**src/rtl/lsb_extractor_seq.sv**
```systemverilog
// lsb_extractor_seq: recovers hidden message bits from audio sample LSBs and
// assembles them into words handed downstream over a valid/ack handshake.
module lsb_extractor_seq #(
  parameter int unsigned BPS       = 24,
  parameter int unsigned MSG_WIDTH = 8,
  parameter bit          MSB_FIRST = 1'b1
) (
  input  logic                 in_clk,
  input  logic                 in_rst,
  input  logic                 in_enable,
  input  logic [BPS-1:0]       in_frame,
  input  logic                 in_clear,
  input  logic                 in_ack,
  output logic                 out_accept,
  output logic [MSG_WIDTH-1:0] out_message,
  output logic                 out_ready,
  output logic [15:0]          out_word_cnt
);

  localparam int unsigned CNT_W = (MSG_WIDTH > 2) ? $clog2(MSG_WIDTH) : 1;
  localparam int unsigned WCNT_W = 16;

  typedef enum logic {
    s_COLLECT = 1'b0,
    s_HOLD    = 1'b1
  } state_t;

  state_t               r_state;
  logic [CNT_W-1:0]     r_cnt;
  logic [MSG_WIDTH-1:0] r_shift;
  logic [MSG_WIDTH-1:0] r_msg;
  logic                 r_ready;
  logic                 r_accept;
  logic [WCNT_W-1:0]    r_wcnt;

  state_t               w_state_nxt;
  logic [CNT_W-1:0]     w_cnt_nxt;
  logic [MSG_WIDTH-1:0] w_shift_nxt;
  logic [MSG_WIDTH-1:0] w_msg_nxt;
  logic                 w_ready_nxt;
  logic                 w_accept_nxt;
  logic [WCNT_W-1:0]    w_wcnt_nxt;
  logic                 w_load;
  logic                 w_take;
  logic                 w_slot_free;
  logic                 w_last_bit;
  logic [MSG_WIDTH-1:0] w_shifted;
  logic                 w_unused_frame;

  // Only the sample LSB carries payload; the audio bits above it are ignored.
  assign w_unused_frame = ^in_frame[BPS-1:1];

  assign w_take      = in_enable & r_accept & ~in_clear;
  assign w_slot_free = ~r_ready | in_ack;
  assign w_last_bit  = (r_cnt == CNT_W'(MSG_WIDTH - 1));

  // Shift the new bit in from the end matching the configured bit order.
  always_comb begin
    w_shifted = r_shift;
    if (MSB_FIRST) begin
      w_shifted = {r_shift[MSG_WIDTH-2:0], in_frame[0]};
    end else begin
      w_shifted = {in_frame[0], r_shift[MSG_WIDTH-1:1]};
    end
  end

  // Next-state, word assembly and output-slot handshake.
  always_comb begin
    w_state_nxt = r_state;
    w_cnt_nxt   = r_cnt;
    w_shift_nxt = r_shift;
    w_msg_nxt   = r_msg;
    w_ready_nxt = r_ready;
    w_wcnt_nxt  = r_wcnt;
    w_load      = 1'b0;

    if (in_clear) begin
      w_state_nxt = s_COLLECT;
      w_cnt_nxt   = '0;
      w_shift_nxt = '0;
    end else begin
      case (r_state)
        s_COLLECT: begin
          if (w_take) begin
            if (w_last_bit) begin
              w_cnt_nxt = '0;
              if (w_slot_free) begin
                w_msg_nxt   = w_shifted;
                w_shift_nxt = '0;
                w_load      = 1'b1;
              end else begin
                w_shift_nxt = w_shifted;
                w_state_nxt = s_HOLD;
              end
            end else begin
              w_cnt_nxt   = r_cnt + CNT_W'(1);
              w_shift_nxt = w_shifted;
            end
          end
        end
        s_HOLD: begin
          if (in_ack && r_ready) begin
            w_msg_nxt   = r_shift;
            w_shift_nxt = '0;
            w_load      = 1'b1;
            w_state_nxt = s_COLLECT;
          end
        end
        default: w_state_nxt = s_COLLECT;
      endcase
    end

    if (w_load) begin
      w_ready_nxt = 1'b1;
      w_wcnt_nxt  = r_wcnt + WCNT_W'(1);
    end else if (in_ack) begin
      w_ready_nxt = 1'b0;
    end

    w_accept_nxt = (w_state_nxt == s_COLLECT);
  end

  // State and registered outputs; accept stays low until the first edge after reset.
  always_ff @(posedge in_clk or posedge in_rst) begin
    if (in_rst) begin
      r_state  <= s_COLLECT;
      r_cnt    <= '0;
      r_shift  <= '0;
      r_msg    <= '0;
      r_ready  <= 1'b0;
      r_accept <= 1'b0;
      r_wcnt   <= '0;
    end else begin
      r_state  <= w_state_nxt;
      r_cnt    <= w_cnt_nxt;
      r_shift  <= w_shift_nxt;
      r_msg    <= w_msg_nxt;
      r_ready  <= w_ready_nxt;
      r_accept <= w_accept_nxt;
      r_wcnt   <= w_wcnt_nxt;
    end
  end

  assign out_accept   = r_accept;
  assign out_message  = r_msg;
  assign out_ready    = r_ready;
  assign out_word_cnt = r_wcnt;

endmodule
```
**config.mk**
```make
export PLATFORM = sky130hd
export DESIGN_NAME = lsb_extractor_seq
export DESIGN_NICKNAME = d
export VERILOG_FILES = /design/src/rtl/lsb_extractor_seq.sv
export SDC_FILE = /design/constraint.sdc
export NUM_CORES = 1
export LEC_CHECK = 0
export BUFFER_PORTS_ARGS = -buffer_cell sky130_fd_sc_hd__buf_2
export CAP_MARGIN = 20
export CORE_ASPECT_RATIO = 1.2
export CORE_UTILIZATION = 54
export CTS_CLUSTER_DIAMETER = 120
export CTS_CLUSTER_SIZE = 10
export DETAILED_ROUTE_END_ITERATION = 10
export PLACE_DENSITY = 0.84
export SYNTH_ARGS = -nofsm -noshare
export SYNTH_HDL_FRONTEND = slang
export SYNTH_SLANG_ARGS = --single-unit
```
**constraint.sdc**
```tcl
create_clock -name in_clk -period 3.95 [get_ports in_clk]
set_input_delay 0.395 -clock in_clk [delete_from_list [all_inputs] [get_ports in_clk]]
set_output_delay 0.395 -clock in_clk [all_outputs]
set_load 0.005 [all_outputs]
```
-- Word level (Yosys, flattened, before mapping)
Index checks and enable logic that the tools add are counted.
- add/sub/neg operators: 2
- bitwise operators: 7
- reductions and logical operators: 6
- multiplexer cells: 29
- eq/ne operators: 8
- operators by type and width (operator ; number):
    $mux 8 ; 9
    $pmux 8 s2 ; 2
    $add 16x1->16 const B ; 1
    $mux 1 ; 12
    $mux 3 ; 4
    $ne 2x2->1 const B ; 4
    $reduce_and 5->1 ; 1
    $not 1->1 ; 4
    $pmux 1 s2 ; 2
    $reduce_and 2->1 ; 2
    $reduce_bool 2->1 ; 2
    $add 3x1->3 const B ; 1
    $eq 3x3->1 const B ; 1
    $ne 3x2->1 const B ; 1
    $ne 3x3->1 const B ; 1
    $and 1x1->1 ; 2
    $ne 2x1->1 const B ; 1
    $logic_and 1x1->1 ; 1
    $or 1x1->1 ; 1
- bits in registers: 38
- logic and storage cells: 59
- input port bits: 29

-- Logic depth before layout (Yosys ltp)
- depth in word-level cells: 8
- depth in mapped cells: 7
- mapped depth without buffers: 6

-- Least setup slack after synthesis
Ideal clock, no wire load.
- path type: register to register
- from: register r_cnt[0]
- to: register r_wcnt[4] (netlist: out_word_cnt[4])
- path slack: 2.270 ns
- arrival: 1.554 ns
- clock period less this slack: 1.680 ns
- library setup time: 0.126 ns
- stages on the path, launching flop included: 8
- cell sequence: dfrtp_1 -> ha_1 -> ha_1 -> nand4b_4 -> a211oi_2 -> buf_4 -> nand4_1 -> xnor2_1
- cells in the longest elaborated chain, start to end: 5
- RTL lines (what ; RTL line ; text):
    start, declared ; 29 ; logic [CNT_W-1:0] r_cnt;
    start signal, assigned ; 135 ; r_cnt <= w_cnt_nxt;
    $eq 3x3->1 ; 55 ; assign w_last_bit = (r_cnt == CNT_W'(MSG_WIDTH - 1));
    $mux 1 ; 85 ; if (w_last_bit) begin
    $mux 1 ; 84 ; if (w_take) begin
    $pmux 1 s2 ; 82 ; case (r_state)
    $mux 1 ; 77 ; if (in_clear) begin
    end signal, assigned ; 140 ; r_wcnt <= w_wcnt_nxt;
    end, declared ; 34 ; logic [WCNT_W-1:0] r_wcnt;
No other way between the ends.
A chain may end at the register's enable or synchronous reset.

-- Worst setup path in the final report
- from: register r_state
- to: register r_wcnt[1] (netlist: out_word_cnt[1])
- cells in the longest elaborated chain, start to end: 3
- RTL lines (what ; RTL line ; text):
    start, declared ; 28 ; state_t r_state;
    start signal, assigned ; 126 ; r_state <= s_COLLECT;
    start signal, assigned ; 134 ; r_state <= w_state_nxt;
    $not 1->1 ; -- ;
    $pmux 1 s2 (*) ; 82 ;
    $mux 1 (*) ; 77 ;
Mark *: on every way between the ends. The rest lies on a longest branch, timed or not.

==> results.md <==
* CTS Root Cell: clkbuf_4
* DRT iter0 DRCs at 12
* Die Width at 53.8 um
* Area grow syn2layout at 14.2%
* Mapped Area at 1740 sq um
* CP endpoint kind: flip-flop
* RR Startpoint: r_state$_DFF_PP0_
* Setup Fix Bufs, Post-CTS at 0
* Max H-tree Level at 2
* Worst r2r path cells at 4
* Layout net count at 212
* Count of different cell masters after synthesis at 36
* Hold Buf Count CTS at 0
* WP data required at 4200 ps
* Top FF cell, synth: dfrtp_1
* Post-CTS Resized at 0
* Delay of the slowest cell on the worst path at 750 ps
* Status: finished, final reports clean
* RSZ-0062 raised after global routing: no
* Cells after DPL at 208
* Gr ovfl total at 0
* CTS max path bufs at 2
* CTS tree: done
* Via Count at 1237
* Antenna cells at 0
* Setup TNS at 0 ps
* Routed len/inst at 15.3 um
* Ys Warns at 0
* Post-route antenna net violation count at 0
* Register area share after synthesis at a little over half
* Dpl hpwl at about 2300 um
* Pwr Density at 327 nW/um^2
* Syn_nets at 178
* Synth top area cells: dfrtp_1 55%, xnor2_1 6.0%, mux2i_1 5.7%, a22o_1 3.5%, a21oi_1 2.9%
* Sequential Power Share at 62.0%
* Max-cap violation count at 0
* Min-delay worst type: in2async
* Initial core utilization at 57.0%
* Gate Count Post-Synth at 145
* Core Rows at 22
* Largest net degree at the start of global routing at 39
* DIE AREA at 3460 sq um
* Leakage at 0.965 nW
* Relative max-transition margin at 58.8%
* Layout cell share with drive strength beyond 1 at 27.2%
* Tot GR Track Use at between 20% and 30%
* Crit path cell chain: nand2_2, a211oi_2, buf_4, mux2_2
* Final Util at between 60 and 70%
* Max Slew Vio Count at 0
* Final worst path period need at between 1500 and 2000 ps
* Internal power at 0.497 mW
* Vias in the first global route at around 1200
* Finished Cell Area at 1990 sq um
* Post-synth EDFFs at 0
* Number of port buffers at 31
* Worst reg2reg endpoint: out_word_cnt[1]$_DFFE_PP0P_
* Worst-Skew Late Latency at 350 ps
* Fin cells at ~220
* Drt pass-1 iters at 4
* Syn_area_per_cell at 12.0 sq um
* Clock skew at approximately 9.7 ps
* Arrival time at the worst endpoint at 2210 ps
* Clock group share of total power at 32.5%
* Clk sink count at 38
* DP Area at 1930 sq um
* Fmax at 0.509 GHz
* Combinational power share at 5.5%
* Share of flip-flops with an asynchronous set or reset at 100%
* Final period util at 49.8%
* Worst Setup Path Type: reg2reg
* P_sw at 0.153 mW
* Synthesis-stage register bit count at 38
* Drt drc at 0
* Final hold vios at 0
* Maximum vdd drop at ~0.26 mV
* Number of CTS-inserted buffers at 5
* Final Total Pwr at 0.650 mW
* Die Y at around 64 um
* First-pass GRT wire length at 5570 um
* DR vias/cell at roughly 5.7
* Final setup viols at 0
* Largest area contributor in the netlist: dfrtp_1
* Synth top area share at between 50% and 60%
* Critical Path Slowest Stage Cell: dfrtp_1
* Startpoint types: flip-flop
* Clock transition at path regs at approximately 110 ps
* Worst slew pin tran at between 600 and 700 ps
* Initial antenna violation count at 0
* Placeable Area at 3060 sq um
* Worst R2R Setup Slack at 1980 ps
* Total wire length at 3300 um
* Switch share at 23.5%
* Worst-path maximum fanout at 22
* IO Count at 55
* GPL Wtd Cong at 0.741
==> through the flow <==
step	setup slack, ps	hold slack, ps
after floorplan	2270	466
after global placement	2100	458
after detailed placement	2020	482
after CTS	1990	147
after global routing	1880	201
final	1980	136
==> critical path: cells and delay by family (launching register included) <==
| family | cells | cell delay [ps] |
|---|---|---|
| flops | 1 | 750 |
| mux | 1 | 360 |
| compound gates | 1 | 270 |
| buf+inv | 1 | 270 |
| simple gates | 1 | 200 |
==> layout make-up <==
| type | count | area [sq um] |
|---|---|---|
| Fill cell | 245 | 1070 |
| Inverter | 2 | 7.51 |
| Clock buffer | 7 | 55.1 |
| Tap cell | 36 | 45.0 |
| Clock inverter | 1 | 5.00 |
| Sequential cell | 38 | 951 |
| Multi-Input combinational cell | 99 | 754 |
| Timing Repair Buffer | 33 | 170 |
==> sequential cells by signal, indices dropped and copies added (netlist names) <==
register,count
r_shift,8
r_cnt,3
out_ready,1
out_word_cnt,16
out_message,8
out_accept,1
r_state,1
==> cells in the final DEF, fill, tap and decap left out, types with 2 or more instances in the layout <==
cell type and n:
xor2_1 3, and3_1 3, ha_1 4, and4_1 2, nand4_1 7, nor2_1 11, mux2i_1 10, xnor2_1 12
dfrtp_1 38, a22o_1 7, inv_1 2, and2_1 2, buf_2 31, a21oi_1 10, buf_4 2, nand2_1 6
nand3_1 3, nand3b_1 2, clkbuf_4 5
==> cell families (layout without fill, tap and decap cells) <==
| group | after synthesis | in the layout | share of synthesized area (%) |
|---|---|---|---|
| simple gates | 45 | 45 | 15.7 |
| flops | 38 | 38 | 54.6 |
| compound gates | 24 | 24 | 10.8 |
| xor+xnor | 15 | 15 | 7.54 |
| mux | 11 | 11 | 6.39 |
| buf+inv | 8 | 43 | 2.08 |
| fa+ha+maj | 4 | 4 | 2.87 |
==> worst max path at each step <==
stage,cells past startpoint,start,endpoint,slack [ps]
detailed placement,4,r_state$_DFF_PP0_,out_word_cnt[1]$_DFFE_PP0P_,2020
finish,4,r_state$_DFF_PP0_,out_word_cnt[1]$_DFFE_PP0P_,1980
global placement,4,r_state$_DFF_PP0_,out_word_cnt[1]$_DFFE_PP0P_,2100
floorplan,7,r_cnt[0]$_DFFE_PP0P_,out_word_cnt[4]$_DFFE_PP0P_,2270
CTS,4,r_state$_DFF_PP0_,out_word_cnt[1]$_DFFE_PP0P_,1990
global route,4,r_state$_DFF_PP0_,out_word_cnt[12]$_DFFE_PP0P_,1880
==> layer usage <==
metal  vias up  global-route usage, %  wire, um
met5         -                      0         0
met4         0                   8.22        57
met3         7                   7.86       130
met2        25                   37.7      1730
met1       625                   27.0      1370
li1        580                      -         -
==> power by group through the flow <==
stage | sequential [mW] | clock [mW] | combinational (mW)
final | 0.403 | 0.212 | 0.0357
after global routing | 0.404 | 0.237 | 0.0413
after global placement | 0.409 | 0 | 0.0344
after detailed placement | 0.410 | 0 | 0.0367
after floorplan | 0.410 | 0 | 0.0220
after CTS | 0.403 | 0.215 | 0.0369
==> synthesized netlist by cell type, drive strengths merged, types with 3 or more instances <==
| master | number |
|---|---|
| a21oi | 10 |
| a22o | 7 |
| and3 | 3 |
| buf | 3 |
| clkbuf | 3 |
| dfrtp | 38 |
| ha | 4 |
| mux2i | 10 |
| nand2 | 7 |
| nand3 | 3 |
| nand4 | 7 |
| nor2 | 11 |
| xnor2 | 12 |
| xor2 | 3 |
No activity file was read; power rests on OpenSTA's default activity.
